[config.mk]
export PLATFORM = sky130hd
export DESIGN_NAME = alien_fire_scheduler
export DESIGN_NICKNAME = d
export VERILOG_FILES = /design/src/rtl/alien_fire_scheduler.sv
export SDC_FILE = /design/constraint.sdc
export NUM_CORES = 1
export LEC_CHECK = 0
export ABC_AREA = 1
export CAP_MARGIN = 20
export CORE_MARGIN = 4
export CORE_UTILIZATION = 55
export DETAILED_ROUTE_END_ITERATION = 8
export PLACE_DENSITY = 0.88
export SETUP_SLACK_MARGIN = 0.15
export SYNTH_ARGS = -nofsm -noshare
export SYNTH_HDL_FRONTEND = slang
export SYNTH_SLANG_ARGS = --single-unit
[constraint.sdc]
create_clock -name clk -period 5 [get_ports clk]
set_input_delay 1.5 -clock clk [delete_from_list [all_inputs] [get_ports clk]]
set_output_delay 1.5 -clock clk [all_outputs]
set_load 0.005 [all_outputs]
[src/rtl/alien_fire_scheduler.sv]
`default_nettype none
// ============================================================================
// Module   : alien_fire_scheduler
// Brief    : Paces alien shots by frame count, picks a pseudo-random column,
//            scans it bottom-up for the lowest living alien, issues a spawn.
// Revision : 1.0 - initial release
// ============================================================================
module alien_fire_scheduler #(
    parameter int         ALIEN_ROW          = 4,
    parameter int         ALIEN_COLUMN       = 8,
    parameter int         ALIEN_PITCH_X      = 48,
    parameter int         ALIEN_PITCH_Y      = 32,
    parameter int         ALIEN_HEIGHT       = 24,
    parameter int         SHOT_X_OFFSET      = 15,
    parameter int         FIRE_PERIOD_FRAMES = 45,
    parameter logic [7:0] LFSR_SEED          = 8'hA5
) (
    input  logic                              clk,
    input  logic                              reset,
    input  logic                              startOfFrame,
    input  logic                              playGame,
    input  logic [ALIEN_ROW*ALIEN_COLUMN-1:0] aliveMatrix,
    input  logic signed [10:0]                gridX,
    input  logic signed [10:0]                gridY,
    input  logic [1:0]                        slotBusy,
    output logic                              spawnValid,
    output logic                              spawnSlot,
    output logic signed [10:0]                spawnX,
    output logic signed [10:0]                spawnY,
    output logic                              schedBusy
);

    localparam int c_COL_W = (ALIEN_COLUMN > 1) ? $clog2(ALIEN_COLUMN) : 1;
    localparam int c_ROW_W = (ALIEN_ROW > 1) ? $clog2(ALIEN_ROW) : 1;
    localparam int c_TRY_W = $clog2(ALIEN_COLUMN + 1);
    localparam int c_CELLS = ALIEN_ROW * ALIEN_COLUMN;
    localparam int c_IDX_W = (c_CELLS > 1) ? $clog2(c_CELLS) : 1;

    localparam logic [c_COL_W-1:0] c_COL_LAST = c_COL_W'(ALIEN_COLUMN - 1);
    localparam logic [c_ROW_W-1:0] c_ROW_LAST = c_ROW_W'(ALIEN_ROW - 1);
    localparam logic [c_TRY_W-1:0] c_TRY_DONE = c_TRY_W'(ALIEN_COLUMN);
    localparam logic [7:0]         c_PERIOD   = 8'(FIRE_PERIOD_FRAMES);

    localparam logic [2:0] c_COOLDOWN  = 3'd0;
    localparam logic [2:0] c_WAIT_SLOT = 3'd1;
    localparam logic [2:0] c_PICK      = 3'd2;
    localparam logic [2:0] c_SCAN      = 3'd3;
    localparam logic [2:0] c_FIRE      = 3'd4;

    logic [2:0]         r_state;
    logic [7:0]         r_frame_cnt;
    logic [7:0]         r_lfsr;
    logic [c_COL_W-1:0] r_col;
    logic [c_ROW_W-1:0] r_row;
    logic [c_TRY_W-1:0] r_tries;
    logic [10:0]        r_hit_x;
    logic [10:0]        r_hit_y;

    logic               w_rst;
    logic               w_lfsr_fb;
    logic [c_COL_W-1:0] w_pick_col;
    logic [c_IDX_W-1:0] w_idx;
    logic               w_alive;
    logic [c_TRY_W-1:0] w_tries_next;
    logic [10:0]        w_pos_x;
    logic [10:0]        w_pos_y;

    assign w_rst        = reset | ~playGame;
    assign w_lfsr_fb    = r_lfsr[7] ^ r_lfsr[5] ^ r_lfsr[4] ^ r_lfsr[3];
    // Column count is a power of two, so the modulo is just the low LFSR bits.
    assign w_pick_col   = (ALIEN_COLUMN == 1) ? '0 : r_lfsr[c_COL_W-1:0];
    assign w_idx        = c_IDX_W'(r_row) * c_IDX_W'(ALIEN_COLUMN) + c_IDX_W'(r_col);
    assign w_alive      = aliveMatrix[w_idx];
    assign w_tries_next = r_tries + c_TRY_W'(1);

    // The low 11 bits of the 16-bit signed sum depend only on the low 11 bits
    // of each operand, so the wrap is computed directly at output width.
    assign w_pos_x = gridX + 11'(r_col) * 11'(ALIEN_PITCH_X) + 11'(SHOT_X_OFFSET);
    assign w_pos_y = gridY + 11'(r_row) * 11'(ALIEN_PITCH_Y) + 11'(ALIEN_HEIGHT);

    assign schedBusy = (r_state != c_COOLDOWN);

    always_ff @(posedge clk) begin
        if (w_rst) begin
            r_state     <= c_COOLDOWN;
            r_frame_cnt <= c_PERIOD;
            r_lfsr      <= LFSR_SEED;
            r_col       <= '0;
            r_row       <= '0;
            r_tries     <= '0;
            r_hit_x     <= '0;
            r_hit_y     <= '0;
            spawnValid  <= 1'b0;
            spawnSlot   <= 1'b0;
            spawnX      <= '0;
            spawnY      <= '0;
        end else begin
            r_lfsr     <= {r_lfsr[6:0], w_lfsr_fb};
            spawnValid <= 1'b0;
            case (r_state)
                c_COOLDOWN: begin
                    if (startOfFrame) begin
                        if (r_frame_cnt == 8'd1) begin
                            r_frame_cnt <= c_PERIOD;
                            r_state     <= c_WAIT_SLOT;
                        end else begin
                            r_frame_cnt <= r_frame_cnt - 8'd1;
                        end
                    end
                end
                c_WAIT_SLOT: begin
                    if (slotBusy != 2'b11) begin
                        r_state <= c_PICK;
                    end
                end
                c_PICK: begin
                    r_col   <= w_pick_col;
                    r_row   <= c_ROW_LAST;
                    r_tries <= '0;
                    r_state <= c_SCAN;
                end
                c_SCAN: begin
                    if (w_alive) begin
                        r_hit_x <= w_pos_x;
                        r_hit_y <= w_pos_y;
                        r_state <= c_FIRE;
                    end else if (r_row != '0) begin
                        r_row <= r_row - c_ROW_W'(1);
                    end else begin
                        r_col   <= (r_col == c_COL_LAST) ? '0 : r_col + c_COL_W'(1);
                        r_row   <= c_ROW_LAST;
                        r_tries <= w_tries_next;
                        if (w_tries_next == c_TRY_DONE) begin
                            r_state <= c_COOLDOWN;
                        end
                    end
                end
                c_FIRE: begin
                    // Both slots may have filled since the scan began; retry later.
                    if (slotBusy == 2'b11) begin
                        r_state <= c_WAIT_SLOT;
                    end else begin
                        spawnValid <= 1'b1;
                        spawnSlot  <= slotBusy[0];
                        spawnX     <= r_hit_x;
                        spawnY     <= r_hit_y;
                        r_state    <= c_COOLDOWN;
                    end
                end
                default: r_state <= c_COOLDOWN;
            endcase
        end
    end

endmodule
`default_nettype wire

==> results of run 1 <==
-- final timing paths --
path                   start          end  depth (start not counted)
max          aliveMatrix[23]   r_hit_y[9]                         11
min                r_lfsr[6]    r_lfsr[7]                          1
max reg2reg         r_col[0]  r_hit_x[10]                         10
min reg2reg        r_lfsr[6]    r_lfsr[7]                          1
-- registers in the layout (all words and copies together), names as in the netlist, 3 cells and up --
name and cells:
r_lfsr 8, spawnX 11, r_hit_x 11, r_frame_cnt 8, r_hit_y 11, spawnY 11
r_tries 4, r_state 3, r_col 3
-- routing by layer --
layer  vias to the layer above  GRT usage, %  part of all wire, %
met4                         0          11.9                  3.0
met2                       129          40.5                   51
met3                        23          4.51                  5.8
li1                       1908             -                    -
met5                         -             0                    0
met1                      1706          25.2                   40
-- stage by stage --
| stage | std cells | hold WS (ps) | power [mW] | utilization (%) | worst slack, ps |
|---|---|---|---|---|---|
| 2_1_floorplan | 544 | 393 | 0.657 | - | 2310 |
| 3_3_place_gp | 706 | 396 | 0.716 | 69.4 | 1440 |
| 3_5_place_dp | 706 | 398 | 0.719 | 69.4 | 1340 |
| 4_1_cts | 722 | 416 | 1.20 | 72.4 | 1690 |
| 5_1_grt | 722 | 438 | 1.23 | 72.4 | 1440 |
| 6_report | 722 | 416 | 1.19 | 72.4 | 1660 |
-- worst max-delay path, delay by kind of cell --
kind                   cells  cell delay [ps]
buffers and inverters      2              920
AND/OR/NAND/NOR            8             1020
AO/OA/AOI/OAI              1              170
-- cell usage in the layout (no fill, tap or decap), drive strengths merged, types with 2 or more instances in the layout --
cell type	Yosys	final
nand2	132	132
clkdlybuf4s50	0	84
nor2	84	84
dfxtp	74	74
nand3	49	49
inv	43	47
a21oi	47	47
o21ai	38	38
ha	16	16
xor2	14	14
clkbuf	12	9
xnor2	5	5
or2	4	4
nand4	4	4
buf	10	4
nor3	3	3
o211ai	2	2
a21o	2	2
clkinvlp	0	2
-- power by group through the flow --
stage          Clock [mW]  Sequential, mW  Combinational, mW
2_1_floorplan           0           0.609             0.0479
3_3_place_gp            0           0.609              0.107
3_5_place_dp            0           0.609              0.110
4_1_cts             0.495           0.595              0.110
5_1_grt             0.515           0.596              0.122
6_report            0.486           0.595              0.111
-- logic make-up after synthesis --
family,Yosys count,share of synthesized area [%]
AO/OA/AOI/OAI,91,13.1
XOR/XNOR,19,4.32
adder cells (fa/ha/maj),17,5.71
buffers and inverters,66,7.95
flip-flops,74,38.4
AND/OR/NAND/NOR,277,30.5
-- layout make-up --
type                            count  area (um^2)  area share [%]
Inverter                           44          168            3.41
Sequential cell                    74         1480            30.1
Clock inverter                      7         82.6            1.68
Tap cell                           96          120            2.44
Multi-Input combinational cell    404         2070            42.2
Timing Repair Buffer               88          871            17.7
Clock buffer                        9          124            2.52
==> key figures, run 1 <==
STA
  • Final hold vios: 0
  • Final worst-path cycle share: 66.8%
  • Max Clock Skew: 12.7 ps
  • Setup_tns: 0 ps
  • Period minus WS final: ~3300 ps
  • Setup Viol. Count Final: 0
  • Slew at the pin closest to its max-slew limit: between 700 and 800 ps
  • RSZ-0062 raised after global routing: false
  • Relative slew slack: 50.2%
  • Slew Limit Fails: 0
  • Fmax: 299 MHz

Synthesis
  • Post-synth cell types: 32
  • Area share of the largest cell type after synthesis: 38.4%
  • Seq cells post-synth: 74
  • Leading area contributor after synthesis: dfxtp_1
  • Synth top cells by count: nand2_1, nor2_1, dfxtp_1
  • Post-synth EDFFs: 0
  • Avg Cell Area, Syn: 7.09 um^2
  • Synth warn: 0
  • Mapped Area: 3850 um^2
  • Synth top area cells: dfxtp_1, nand2_1, nor2_1
  • Share of synthesized area occupied by flip-flops and latches: 38.4%
  • Post-Syn Nets: 621
  • Async set-or-reset flop fraction in the synthesized netlist: 0%
  • Top-count cell post-synth: nand2_1
  • Predominant post-synthesis flop cell: dfxtp_1
  • Synth Instances: between 500 and 600

Placement
  • Final Wtd Congestion: 0.880
  • Detailed Place HPWL: between 6000 and 7000 um
  • Dpl cell area: 4710 um^2
  • # port buffers: 84

Pwr
  • Power Density: 242 nW/um^2
  • Reg power frac: ~50%
  • Switch Pwr: approximately 0.30 mW
  • Int Power: just under 0.9 mW
  • Leak: 2.15 nW
  • Clock group share of total power: between 40% and 50%
  • Sw Ratio: roughly a quarter
  • Comb power frac: about a tenth
  • Max rail drop VDD: around 0.00015 V

Route
  • Via count: 3,766
  • Final WL: 9340 um
  • Vias per cell: 5.22
  • Post-route ant nets: 0
  • DR pass1 iterations: 5
  • Drt initial violations: 193
  • Drc violations: 0
  • Wire per inst: 12.9 um

Clock tree
  • PostCTS Resize Cnt: 0
  • Clock Sinks: 74
  • Root Driver: clkbuf_8
  • Clock latency on the worst-skew pair: 360 ps
  • CTS H-Tree Depth: 3
  • Clk slew on worst S/H paths: 80 ps
  • Hold_buf cts: 0
  • Max Root-Sink Buffers: 2
  • Setup Buffers After CTS: 0
  • TritonCTS clock tree: built
  • CTS Buf Count: 9

Global route
  • GRT Residual Overflow: 0
  • Overall Global Routing Usage: a little under a quarter
  • Vias in the first global route: 3,613
  • First-pass GRT wire length: 15,600 um
  • Largest net degree at the start of global routing: 40
  • Initial antenna violation count: 0

Min path
  • Hold WC Path Type: reg2reg

Floorplanning
  • Die W: 91.7 um
  • Number of core rows: 30
  • Initial Utilization: 56.7%
  • Ports: 85
  • Die ar.: 8410 um^2
  • Chip height: 91.7 um
  • Core area: between 6000 and 7000 um^2

Setup path
  • Slowest stage delay, CP: around 460 ps
  • Crit-path cells: clkdlybuf4s50_1, nand2_1, nand3_1, nand3_1, nand2_1, nand2_1, nand3_2, nand3_4, inv_2, nand2_1, a21oi_1
  • Most common cell on crit path: nand2_1
  • Flop2flop setup slack: 1970 ps
  • Critical Path Fanout Max: 39
  • Slowest CP cell: clkdlybuf4s50_1
  • Arrival @ worst endpoint: 3620 ps
  • Worst Path Required: 5270 ps
  • Critical path launch point type: primary input
  • CP Class: in2reg
  • Critical path capture point type: flip-flop

Finish
  • FILL cells: 542
  • Ant. Diodes: 0
  • Final #Nets: 698
  • Layout area overhead: 27.7%
  • Post-route design area: approximately 4900 um^2
  • Fraction of layout cells with a size suffix above 1: 8.15%

Run
  • Max Cap Violations: 0

Run status
  • Status: finished clean
Power figures use the tool's default switching activity.
==> run 2: changes to the inputs <==
CORE_UTILIZATION = 51   (was 55)
PLACE_DENSITY = 0.83   (was 0.88)
clock period = 3.45 ns   (was 5 ns; I/O delays follow)
==> run 2 against run 1 <==
Critical path depth fell by 1; sequential power up 45%; clock skew decreased by 1.8 ps; cell count grew 0.69%; die area grew 7.1%; first-iteration DRC count down 23%; via count fell by 0.90%; global-route usage down 1.4 points; register-to-register slack got worse by 1300 ps; largest cell class unchanged; largest power group unchanged; highest routed layer unchanged.
==> key figures, run 2 (synthesis results as in run 1) <==
Run status
  • Status: finished clean

Clock tree
  • Clock latency on the worst-skew pair: 350 ps (about the same)
  • TritonCTS clock tree: built
  • Setup Buffers After CTS: 0 (unchanged)
  • Root Driver: clkbuf_8
  • PostCTS Resize Cnt: 0 (unchanged)
  • Hold_buf cts: 0 (unchanged)
  • Max Root-Sink Buffers: 2 (unchanged)
  • CTS Buf Count: 9 (unchanged)
  • CTS H-Tree Depth: 3 (unchanged)
  • Clock Sinks: 74 (unchanged)
  • Clk slew on worst S/H paths: 70 ps (about the same)

Global route
  • Overall Global Routing Usage: 21.3% (-1.4 points)
  • GRT Residual Overflow: 0 (unchanged)
  • First-pass GRT wire length: 15,200 um (-2.5%)
  • Initial antenna violation count: 0 (unchanged)
  • Vias in the first global route: 3,511 (-2.8%)
  • Largest net degree at the start of global routing: 36 (-10%)

Setup path
  • Flop2flop setup slack: 700 ps (-1270 ps)
  • Critical Path Fanout Max: 13 (-67%)
  • R2R depth: 10 (unchanged)
  • Reg-to-Reg Start: r_col[1]
  • Critical path launch point type: flip-flop
  • Critical path launch point: r_col[1]
  • Arrival @ worst endpoint: 3040 ps (-580 ps)
  • Critical path capture point type: flip-flop
  • Worst Path Required: 3730 ps (-1540 ps)
  • CP Class: reg2reg
  • Reg2reg end: r_hit_x[10]

Min path
  • Hold endpoint: r_lfsr[7]
  • Hold WC Path Type: reg2reg
  • Min-delay src: r_lfsr[6]
  • Hold path depth: 1 (unchanged)

STA
  • Setup Viol. Count Final: 0 (unchanged)
  • Final worst-path cycle share: roughly four fifths
  • Relative slew slack: 49.2% (-0.97 points)
  • Final hold vios: 0 (unchanged)
  • Fmax: 363 MHz
  • Slew Limit Fails: 0 (unchanged)
  • Hold Slack: 420 ps (+4.27 ps)
  • Period minus WS final: 2750 ps
  • Setup_tns: 0 ps (unchanged)
  • Slew at the pin closest to its max-slew limit: 761 ps (+14.7 ps)
  • RSZ-0062 raised after global routing: false
  • Max Clock Skew: 11.0 ps (-1.77 ps)

Finish
  • Layout Cells excl Fill: 727 (+0.69%)
  • Ant. Diodes: 0 (unchanged)
  • Most frequent cells in the layout: nand2_1, clkdlybuf4s50_1, nor2_1
  • Final Util: 67.4% (-5.1 points)
  • Layout area overhead: 27.4%
  • Fraction of layout cells with a size suffix above 1: 8.44% (+0.29 points)
  • Final #Nets: 700 (+0.29%)
  • FILL cells: 622 (+15%)
  • Most common cell after layout, fill and taps aside: nand2_1

Placement
  • Final Wtd Congestion: 0.909 (+3.2%)
  • Detailed Place HPWL: 6840 um (+0.48%)
  • DP Cell Count: 711 (+0.71%)
  • # port buffers: 84 (unchanged)

Floorplanning
  • Die ar.: 9010 um^2 (+7.1%)
  • Chip height: 94.9 um (+3.5%)
  • Number of core rows: 31 (+3.3%)
  • Die W: 94.9 um (+3.5%)
  • Initial Utilization: 52.9% (-3.9 points)
  • Ports: 85 (unchanged)
  • Core area: 7290 um^2 (+7.3%)

Route
  • DR pass1 iterations: 5 (unchanged)
  • Final WL: 9200 um (-1.4%)
  • Vias per cell: 5.13 (-1.6%)
  • Wire per inst: 12.7 um (-2.1%)
  • Post-route ant nets: 0 (unchanged)
  • Via count: 3,732 (-0.90%)
  • Drc violations: 0 (unchanged)
  • Drt initial violations: 149 (-23%)

Pwr
  • Total power draw: 1.62 mW (+36%)
  • Leak: 2.16 nW (about the same)
  • Max rail drop VDD: 0.000206 V (+40%)
  • Power Density: 331 nW/um^2 (+36%)

Run
  • Max Cap Violations: 0 (unchanged)
## run 2: worst max-delay path by stage
stage	endpoint	slack [ps]	cells past startpoint
after floorplan	r_hit_x[10]	1190	11
after global placement	r_row[0]	690	13
after detailed placement	r_hit_x[10]	610	9
after CTS	r_hit_x[10]	700	10
after global routing	r_hit_x[10]	510	10
final	r_hit_x[10]	700	10
## run 2: routing by layer
| layer | global-route usage [%] | routed length (um) |
|---|---|---|
| met5 | 0 | 0 |
| met4 | 8.77 | 189 |
| met3 | 3.75 | 554 |
| met2 | 38.5 | 4660 |
| met1 | 24.5 | 3800 |
## run 2: area by class of cell
type | count | area, um^2 | area share [%]
Clock inverter | 7 | 55.1 | 1.12
Inverter | 44 | 168 | 3.41
Clock buffer | 9 | 124 | 2.52
Multi-Input combinational cell | 404 | 2070 | 42.2
Tap cell | 99 | 124 | 2.52
Timing Repair Buffer | 90 | 886 | 18.0
Sequential cell | 74 | 1480 | 30.2
## run 2: where the power goes
group          leakage, nW  switching, mW  internal [mW]
combinational         1.47         0.0703         0.0895
clock               0.0911          0.335          0.266
sequential           0.598        0.00302          0.860
## run 2: critical path, stage by stage (launching register included)
cell and delay [ps]:
dfxtp_1 650, ha_1 310, fa_1 430, ha_1 390
nand2_1 130, nor2_1 160, nand3_1 80, o211ai_1 190
xor2_1 160, nand2_1 80, a21oi_2 130
## run 2: stage by stage
stage / instance area (um^2) / worst slack, ps
5_1_grt: 4910 / 514
3_5_place_dp: 4730 / 612
6_report: 4910 / 696
4_1_cts: 4910 / 704
2_1_floorplan: 3850 / 1190
3_3_place_gp: 4730 / 689
